==> config.mk <==
export PLATFORM = sky130hd
export DESIGN_NAME = sysbus_arbiter
export DESIGN_NICKNAME = d
export VERILOG_FILES = /design/src/rtl/sysbus_pkg.sv /design/src/rtl/sysbus_arbiter_rr_grant2.sv /design/src/rtl/sysbus_arbiter.sv
export SDC_FILE = /design/constraint.sdc
export NUM_CORES = 1
export LEC_CHECK = 0
export CORE_AREA = 2 2 236 238
export DETAILED_ROUTE_END_ITERATION = 8
export DIE_AREA = 0 0 238 240
export PLACE_DENSITY = 0.51
export RECOVER_POWER = 100
export SKIP_CTS_REPAIR_TIMING = 1
export SYNTH_ARGS = -nofsm -noshare
export SYNTH_HDL_FRONTEND = slang
export SYNTH_SLANG_ARGS = --single-unit
export TNS_END_PERCENT = 5
==> constraint.sdc <==
create_clock -name clk -period 11.75 [get_ports clk]
set_input_delay 2.35 -clock clk [delete_from_list [all_inputs] [get_ports clk]]
set_output_delay 2.35 -clock clk [all_outputs]
set_load 0.1 [all_outputs]
==> src/rtl/sysbus_pkg.sv <==
// sysbus_pkg: shared types and constants for the system bus arbiter
package sysbus_pkg;
  typedef enum logic [1:0] {ARB_IDLE, ARB_ISSUE, ARB_WAIT_RD, ARB_WAIT_WR} arb_state_t;
  typedef enum logic {OWNER_I, OWNER_D} owner_t;
  localparam int DEF_TAG_WIDTH = 13;
  localparam int WRITE_TAG_BIT = DEF_TAG_WIDTH - 1;
endpackage

==> src/rtl/sysbus_arbiter_rr_grant2.sv <==
// rr_grant2: two-way round-robin picker; a tie goes to the side not granted last
module rr_grant2
  import sysbus_pkg::*;
(
  input  logic i_req_i,
  input  logic i_req_d,
  input  logic i_last,
  output logic o_grant,
  output logic o_valid
);
  assign o_valid = i_req_i | i_req_d;
  assign o_grant = (i_req_i && i_req_d) ? (i_last == OWNER_I) : i_req_d;
endmodule

==> src/rtl/sysbus_arbiter.sv <==
// sysbus_arbiter: round-robin sharing of the system bus between icache (I) and data side (D)
module sysbus_arbiter
  import sysbus_pkg::*;
#(
  parameter int WIDTH      = 64,
  parameter int TAG_WIDTH  = 13,
  parameter int LINE_BEATS = 8,
  parameter int TIMEOUT    = 1023
)(
  input  logic                 clk,
  input  logic                 reset,
  input  logic                 i_reqcyc,
  input  logic [WIDTH-1:0]     i_req,
  input  logic [TAG_WIDTH-1:0] i_reqtag,
  output logic                 i_reqack,
  output logic                 i_respcyc,
  output logic [WIDTH-1:0]     i_resp,
  output logic [TAG_WIDTH-1:0] i_resptag,
  input  logic                 d_reqcyc,
  input  logic [WIDTH-1:0]     d_req,
  input  logic [TAG_WIDTH-1:0] d_reqtag,
  input  logic [WIDTH-1:0]     d_reqdata,
  output logic                 d_reqack,
  output logic                 d_respcyc,
  output logic [WIDTH-1:0]     d_resp,
  output logic [TAG_WIDTH-1:0] d_resptag,
  output logic                 d_writeack,
  output logic                 bus_reqcyc,
  output logic [WIDTH-1:0]     bus_req,
  output logic [TAG_WIDTH-1:0] bus_reqtag,
  output logic [WIDTH-1:0]     bus_reqdata,
  input  logic                 bus_reqack,
  input  logic                 bus_respcyc,
  input  logic [WIDTH-1:0]     bus_resp,
  input  logic [TAG_WIDTH-1:0] bus_resptag,
  output logic                 bus_respack,
  input  logic                 bus_writeack,
  output logic                 timeout_err
);
  localparam int WB = TAG_WIDTH - 1;
  localparam int BW = (LINE_BEATS > 1) ? $clog2(LINE_BEATS) : 1;
  localparam int WW = $clog2(TIMEOUT + 1);

  arb_state_t           r_state;
  owner_t               r_owner;
  owner_t               r_last;
  logic [BW-1:0]        r_beats;
  logic [WW-1:0]        r_wdog;
  logic                 w_gnt;
  logic                 w_gvalid;
  logic                 w_beat;
  logic                 w_last_beat;
  logic                 w_wack;
  logic                 w_waiting;
  logic                 w_expire;
  logic [TAG_WIDTH-1:0] w_itag;

  rr_grant2 u_rr (
    .i_req_i (i_reqcyc),
    .i_req_d (d_reqcyc),
    .i_last  (r_last),
    .o_grant (w_gnt),
    .o_valid (w_gvalid)
  );

  // icache only ever reads, so its write marker is cleared before reaching the bus
  assign w_itag      = i_reqtag & ~(TAG_WIDTH'(1) << WB);
  // a beat counts in WAIT_RD, or in ISSUE when it arrives together with the accept of a read
  assign w_beat      = bus_respcyc && ((r_state == ARB_WAIT_RD) ||
                       (r_state == ARB_ISSUE && bus_reqack && !bus_reqtag[WB]));
  assign w_last_beat = w_beat && (r_beats == BW'(LINE_BEATS - 1));
  assign w_wack      = bus_writeack && (r_state == ARB_WAIT_WR);
  assign w_waiting   = (r_state == ARB_WAIT_RD) || (r_state == ARB_WAIT_WR);
  assign w_expire    = w_waiting && !w_beat && !w_wack && (r_wdog == WW'(TIMEOUT - 1));

  // grant, request latching and transaction state sequencing
  always_ff @(posedge clk or posedge reset) begin
    if (reset) begin
      r_state     <= ARB_IDLE;
      r_owner     <= OWNER_I;
      r_last      <= OWNER_D;
      i_reqack    <= 1'b0;
      d_reqack    <= 1'b0;
      bus_reqcyc  <= 1'b0;
      bus_req     <= '0;
      bus_reqtag  <= '0;
      bus_reqdata <= '0;
    end else begin
      i_reqack <= 1'b0;
      d_reqack <= 1'b0;
      if (r_state == ARB_IDLE && w_gvalid) begin
        r_owner     <= owner_t'(w_gnt);
        r_last      <= owner_t'(w_gnt);
        i_reqack    <= !w_gnt;
        d_reqack    <= w_gnt;
        bus_reqcyc  <= 1'b1;
        bus_req     <= w_gnt ? d_req : i_req;
        bus_reqtag  <= w_gnt ? d_reqtag : w_itag;
        bus_reqdata <= w_gnt ? d_reqdata : '0;
        r_state     <= ARB_ISSUE;
      end else if (r_state == ARB_ISSUE && bus_reqack) begin
        bus_reqcyc <= 1'b0;
        r_state    <= bus_reqtag[WB] ? ARB_WAIT_WR : (w_last_beat ? ARB_IDLE : ARB_WAIT_RD);
      end else if (w_last_beat || w_wack || w_expire) begin
        r_state <= ARB_IDLE;
      end
    end
  end

  // beat counter and idle-bus watchdog
  always_ff @(posedge clk or posedge reset) begin
    if (reset) begin
      r_beats <= '0;
      r_wdog  <= '0;
    end else begin
      r_beats <= (w_expire || w_last_beat) ? '0 : (w_beat ? r_beats + 1'b1 : r_beats);
      r_wdog  <= (!w_waiting || w_beat || w_wack || w_expire) ? '0 : r_wdog + 1'b1;
    end
  end

  // steer response beats and write completion to the owning requester
  always_ff @(posedge clk or posedge reset) begin
    if (reset) begin
      bus_respack <= 1'b0;
      i_respcyc   <= 1'b0;
      i_resp      <= '0;
      i_resptag   <= '0;
      d_respcyc   <= 1'b0;
      d_resp      <= '0;
      d_resptag   <= '0;
      d_writeack  <= 1'b0;
      timeout_err <= 1'b0;
    end else begin
      bus_respack <= w_beat;
      i_respcyc   <= w_beat && (r_owner == OWNER_I);
      d_respcyc   <= w_beat && (r_owner == OWNER_D);
      d_writeack  <= w_wack;
      timeout_err <= timeout_err | w_expire;
      if (w_beat && r_owner == OWNER_I) begin
        i_resp    <= bus_resp;
        i_resptag <= bus_resptag;
      end
      if (w_beat && r_owner == OWNER_D) begin
        d_resp    <= bus_resp;
        d_resptag <= bus_resptag;
      end
    end
  end
endmodule

Yosys cells after proc, flatten, opt, wreduce, memory -nomap -nowiden. Index checks and enable logic that the tools add are counted.

Register bits after elaboration: 320. Input bits: 302.

$add $sub $neg: 2. Eq/ne operators: 5. Mux-type cells: 16. Bitwise operators: 4. Reductions and logical operators: 29.

Operators with widths (number): $mux 64 (2); $mux 13 (1); $logic_and 1x1->1 (12); $add 10x1->10 const B (1); $eq 10x10->1 const B (1); $mux 10 (1); $mux 2 (5); $logic_or 1x1->1 (8); $mux 3 (2); $logic_not 1->1 (5); $mux 1 (5); $eq 2x2->1 const B (2); $reduce_bool 2->1 (2); $add 3x1->3 const B (1); $eq 3x3->1 const B (1); $reduce_bool 3->1 (1); $eq 2x1->1 const B (1); $logic_not 2->1 (1); $not 1->1 (2); $or 1x1->1 (2).

Logic depth before layout (Yosys ltp).
Depth after elaboration: 13. Depth in mapped cells: 9. Mapped depth without buffers: 6.

By module. From an unflattened synthesis, not the netlist that was laid out.

Cells, all modules: 1051. Area total of the unflattened synthesis: 13155.1 sq um.

By module, submodules not included: sysbus_arbiter (times used 1, cells each 1049, area an instance 13141.4 sq um); rr_grant2 (times used 1, cells each 2, area an instance 13.8 sq um).

Worst setup path before layout. OpenSTA, ideal clock, no wires.

Path type: input to register. Start point: in bus_reqack. End point: reg i_resp[10]. Library setup time: 0.126 ns. Arrival time: 3.484 ns. Setup slack: 8.139 ns. Cell stages on the path: 8. Path buffers: 2. Cells stage by stage: and4bb_4 > o21ai_4 > inv_4 > nand2b_4 > inv_2 > buf_6 > buf_8 > mux2_4.

Word-level cells in the longest chain between the ends: 5.

Ends and longest elaborated chain: start: declaration (line sysbus_arbiter.sv:32) `input logic bus_reqack,`; $logic_and 1x1->1 (2 in a row) (line sysbus_arbiter.sv:70) `(r_state == ARB_ISSUE && bus_reqack && !bus_reqtag[WB]));`; $logic_or 1x1->1 (line sysbus_arbiter.sv:69) `assign w_beat = bus_respcyc && ((r_state == ARB_WAIT_RD) ||`; $logic_and 1x1->1 (line sysbus_arbiter.sv:69); named net w_beat (line sysbus_arbiter.sv:51) `logic w_beat;`; $logic_and 1x1->1 (line sysbus_arbiter.sv:139) `if (w_beat && r_owner == OWNER_I) begin`; end signal: assignment (line sysbus_arbiter.sv:140) `i_resp <= bus_resp;`; end: declaration (line sysbus_arbiter.sv:17) `output logic [WIDTH-1:0] i_resp,`.

The timed path passes the listed nets, and every way through them passes these cells. A chain may end at the register's enable or synchronous reset.

Worst setup path after layout.
Start point: in bus_reqack. End point: reg d_resp[34].

Word-level cells in the longest chain between the ends: 5.

Ends and longest elaborated chain: $logic_and 1x1->1 (2 in a row) (line sysbus_arbiter.sv:70); $logic_or 1x1->1 (line sysbus_arbiter.sv:69); $logic_and 1x1->1 (line sysbus_arbiter.sv:69); named net w_beat (line sysbus_arbiter.sv:51); $logic_and 1x1->1 (line sysbus_arbiter.sv:143) `if (w_beat && r_owner == OWNER_D) begin`; end signal: assignment (line sysbus_arbiter.sv:144) `d_resp <= bus_resp;`; end: declaration (line sysbus_arbiter.sv:25) `output logic [WIDTH-1:0] d_resp,`.

The timed path passes the listed nets, and every way through them passes these cells.

==> metrics.md <==
| Metric | Value |
|---|---|
| Status | `complete, but fails checks` |
| Violated checks | `capacitance limit, slew limit` |
| Synth Instances | `roughly 830` |
| DIE HEIGHT | `between 200 and 250 µm` |
| Worst-margin pin slew | `5.00 ns` |
| Number of port buffers | `~600` |
| Final wirelength | `around 46000 µm` |
| Post-DP Area | `between 15000 and 20000 µm²` |
| Layout Nets | `around 1700` |
| CTS tree | `yes` |
| Most frequent cells in the layout | `dfrtp_1, dlygate4sd3_1, clkdlybuf4s50_1` |
| Vias/cell | `around 4.4` |
| Area of the die | `~57000 µm²` |
| Req. time, crit path | `about 12 ns` |
| Post-Syn Nets | `approximately 1100` |
| CTS clk-pin slew, worst paths | `roughly 0.05 ns` |
| Critical path's top delay family | `buffers and inverters` |
| GRT met1 Usage | `0.183` |
| Grt met2 use | `0.266` |
| Die W | `approximately 240 µm` |
| DR iter-0 viols | `353` |
| Syn_area_per_cell | `about 15 µm²` |
| Root Buffer | `clkbuf_16` |
| Hold path depth | `2` |
| Vias in the first global route | `10100` |
| Layout area overhead | `62.8%` |
| Placer Congestion | `slightly below 0.8` |
| WL/cell | `approximately 21 µm` |
| Slowest cell delay on critical path | `approximately 2.9 ns` |
| Crit-path slowest cell | `clkbuf_1` |
| DPL Wire Length | `around 33000 µm` |
| Global-route wire length before repair | `around 67000 µm` |
| Final Hold Viols | `0` |
| Setup Skew | `just under 0.01 ns` |
| Most common cell after layout, fill and taps aside | `dfrtp_1` |
| Post-Layout Cell Count | `~2200` |
| CP Depth | `7` |
| Tcrit/Tclk final | `0.646` |
| Largest net degree at the start of global routing | `between 150 and 200` |
| Vias | `roughly 9400` |
| Grt peak-use layer | `met2` |
| Total CTS buffers | `40` |
| CP cell instances | `dlygate4sd3_1, and4bb_4, o21ai_0, clkinvlp_2, nand2_1, clkbuf_1, mux2_2` |
| Slew margin rel. | `-2.35` |
| Layout cell share with drive strength beyond 1 | `0.132` |
| Nature of the critical path endpoint | `flop` |
| Maximum fanout along the worst path | `62` |
| Placed cell count | `~2100` |
| TNS Setup | `0 ns` |
| Final Slew Violations | `about 440` |
| FP Rows | `86` |
| FFs w/ async S/R, synth | `1.00` |
| Reg2Reg Depth | `6` |
| Core Box Area | `roughly 55000 µm²` |
| Worst-Skew Late Latency | `around 0.54 ns` |
| Max Cap Viol | `6` |
| DR pass1 iterations | `4` |
| Initial antenna violation count | `10` |
| Max clock buf depth | `3` |
| Final ANT Viol Nets | `0` |
| Filler cells | `~5300` |
| Synthesis Warnings | `0` |
| Final setup fails | `0` |
| Post-synth EDFFs | `0` |
| M3 GR Usage | `0.0579` |
| GRT Total Usage | `0.156` |
| Distinct cells, synth | `37` |
| Register bit count reported by yosys | `320` |
| Design Area, Final | `between 20000 and 25000 µm²` |
| Crit path kind | `input pin to flop` |
| Initial Utilization | `0.229` |
| Sequential area share after synthesis | `0.640` |
| Crit path DAT | `approximately 8.1 ns` |
| Minimum clock period | `7.59 ns` |
| H-tree depth | `2` |
| Gr ovfl total | `0` |
| Worst Path Buf+Inv | `3` |
| Top Ports | `~610` |
| DRC viols | `0` |
| Main flop type after synthesis | `dfrtp_1` |
| Crit path launch type | `input pin` |
| Max Clock Freq | `0.132 GHz` |
| Area of the mapped netlist | `12500 µm²` |
| Unrepaired setup endpoints after global routing | `no` |
| Hold WC Path Type | `flop to flop` |
| Clock sink count | `320` |
[cell usage after synthesis, drive strengths merged, types with 2 or more instances]
library cell	instances	share of area
nor2	13	0.0039
nand3	5	0.0020
nand2	13	0.0045
a21oi	3	0.0012
clkbuf	24	0.0072
dfrtp	319	0.64
and3	3	0.0015
a21o	78	0.047
nand2b	3	0.0021
a22o	141	0.099
o21ai	3	0.0021
mux2	154	0.15
buf	34	0.019
ha	4	0.0040
xor2	6	0.0042
nand4	2	0.0010
inv	6	0.0020
and4	3	0.0021
xnor2	3	0.0021
[state kept, by name (all words and copies together) (netlist names)]
| register | flops |
|---|---|
| r_state | 2 |
| r_owner | 1 |
| d_resptag | 13 |
| bus_reqtag | 13 |
| i_resp | 64 |
| i_respcyc | 1 |
| timeout_err | 1 |
| bus_reqcyc | 1 |
| bus_req | 64 |
| r_wdog | 10 |
| i_resptag | 13 |
| bus_reqdata | 64 |
| r_beats | 3 |
| r_last | 1 |
| d_resp | 64 |
| i_reqack | 1 |
| d_respcyc | 1 |
| d_writeack | 1 |
| d_reqack | 1 |
| bus_respack | 1 |
[metal layers]
layer | part of all wire | wire length [µm] | vias to the layer above
met5 | 0.00061 | 28 | -
met4 | 0.019 | 866 | 4
met3 | 0.083 | 3810 | 60
met2 | 0.50 | 22900 | 367
met1 | 0.39 | 18000 | 4740
li1 | - | - | 4249
[stage by stage]
stage,utilization,setup slack [ns],hold slack [ns]
4_1_cts,0.376,7.09,0.484
5_1_grt,0.372,3.74,0.501
2_1_floorplan,-,0.545,0.468
3_3_place_gp,0.351,6.52,0.468
6_report,0.372,4.16,0.476
3_5_place_dp,0.351,6.50,0.467
[path summary, 6_finish.rpt]
path	start	to	slack, ns
worst max-delay path	bus_reqack	d_resp[34]	4.16
worst min-delay path	bus_reqcyc	bus_reqcyc	0.48
worst max register to register	r_state[1]	d_resp[34]	6.04
worst min register to register	bus_reqcyc	bus_reqcyc	0.48
max in group asynchronous	reset	bus_reqdata[49]	5.56
min in group asynchronous	reset	d_resptag[0]	3.78
[worst register-to-register path, cell delays in order, from the launching register on]
cell and delay (ns):
dfrtp_1 0.47, and4bb_4 0.24, o21ai_0 0.35, clkinvlp_2 0.35, nand2_1 0.70, clkbuf_1 2.87
mux2_2 0.65
[cells by family (layout without fill, tap and decap cells)]
family,after synthesis,after routing,synth area share
AOI/OAI and AO/OA,229,229,0.151
xor gates and xnor gates,9,9,0.00630
adders and majority gates,4,4,0.00400
buffers and inverters,64,687,0.0277
DFF,320,320,0.640
muxes,155,155,0.151
other,0,4,0
and+or+nand+nor,45,45,0.0195
[layout make-up]
class	instances	area [µm²]	share of cell area
diodes	4	10.0	0.000492
clock buffers	62	1240	0.0612
clock inverters	8	97.6	0.00479
inverters	6	26.3	0.00129
multi-input cells	442	4000	0.197
flip-flops and latches	320	8010	0.393
well taps	704	881	0.0433
repair buffers	611	6090	0.299
Power is left out: the tool's default activity adds up to more than one toggle a clock period on the data nets, which glitch-free logic cannot reach.
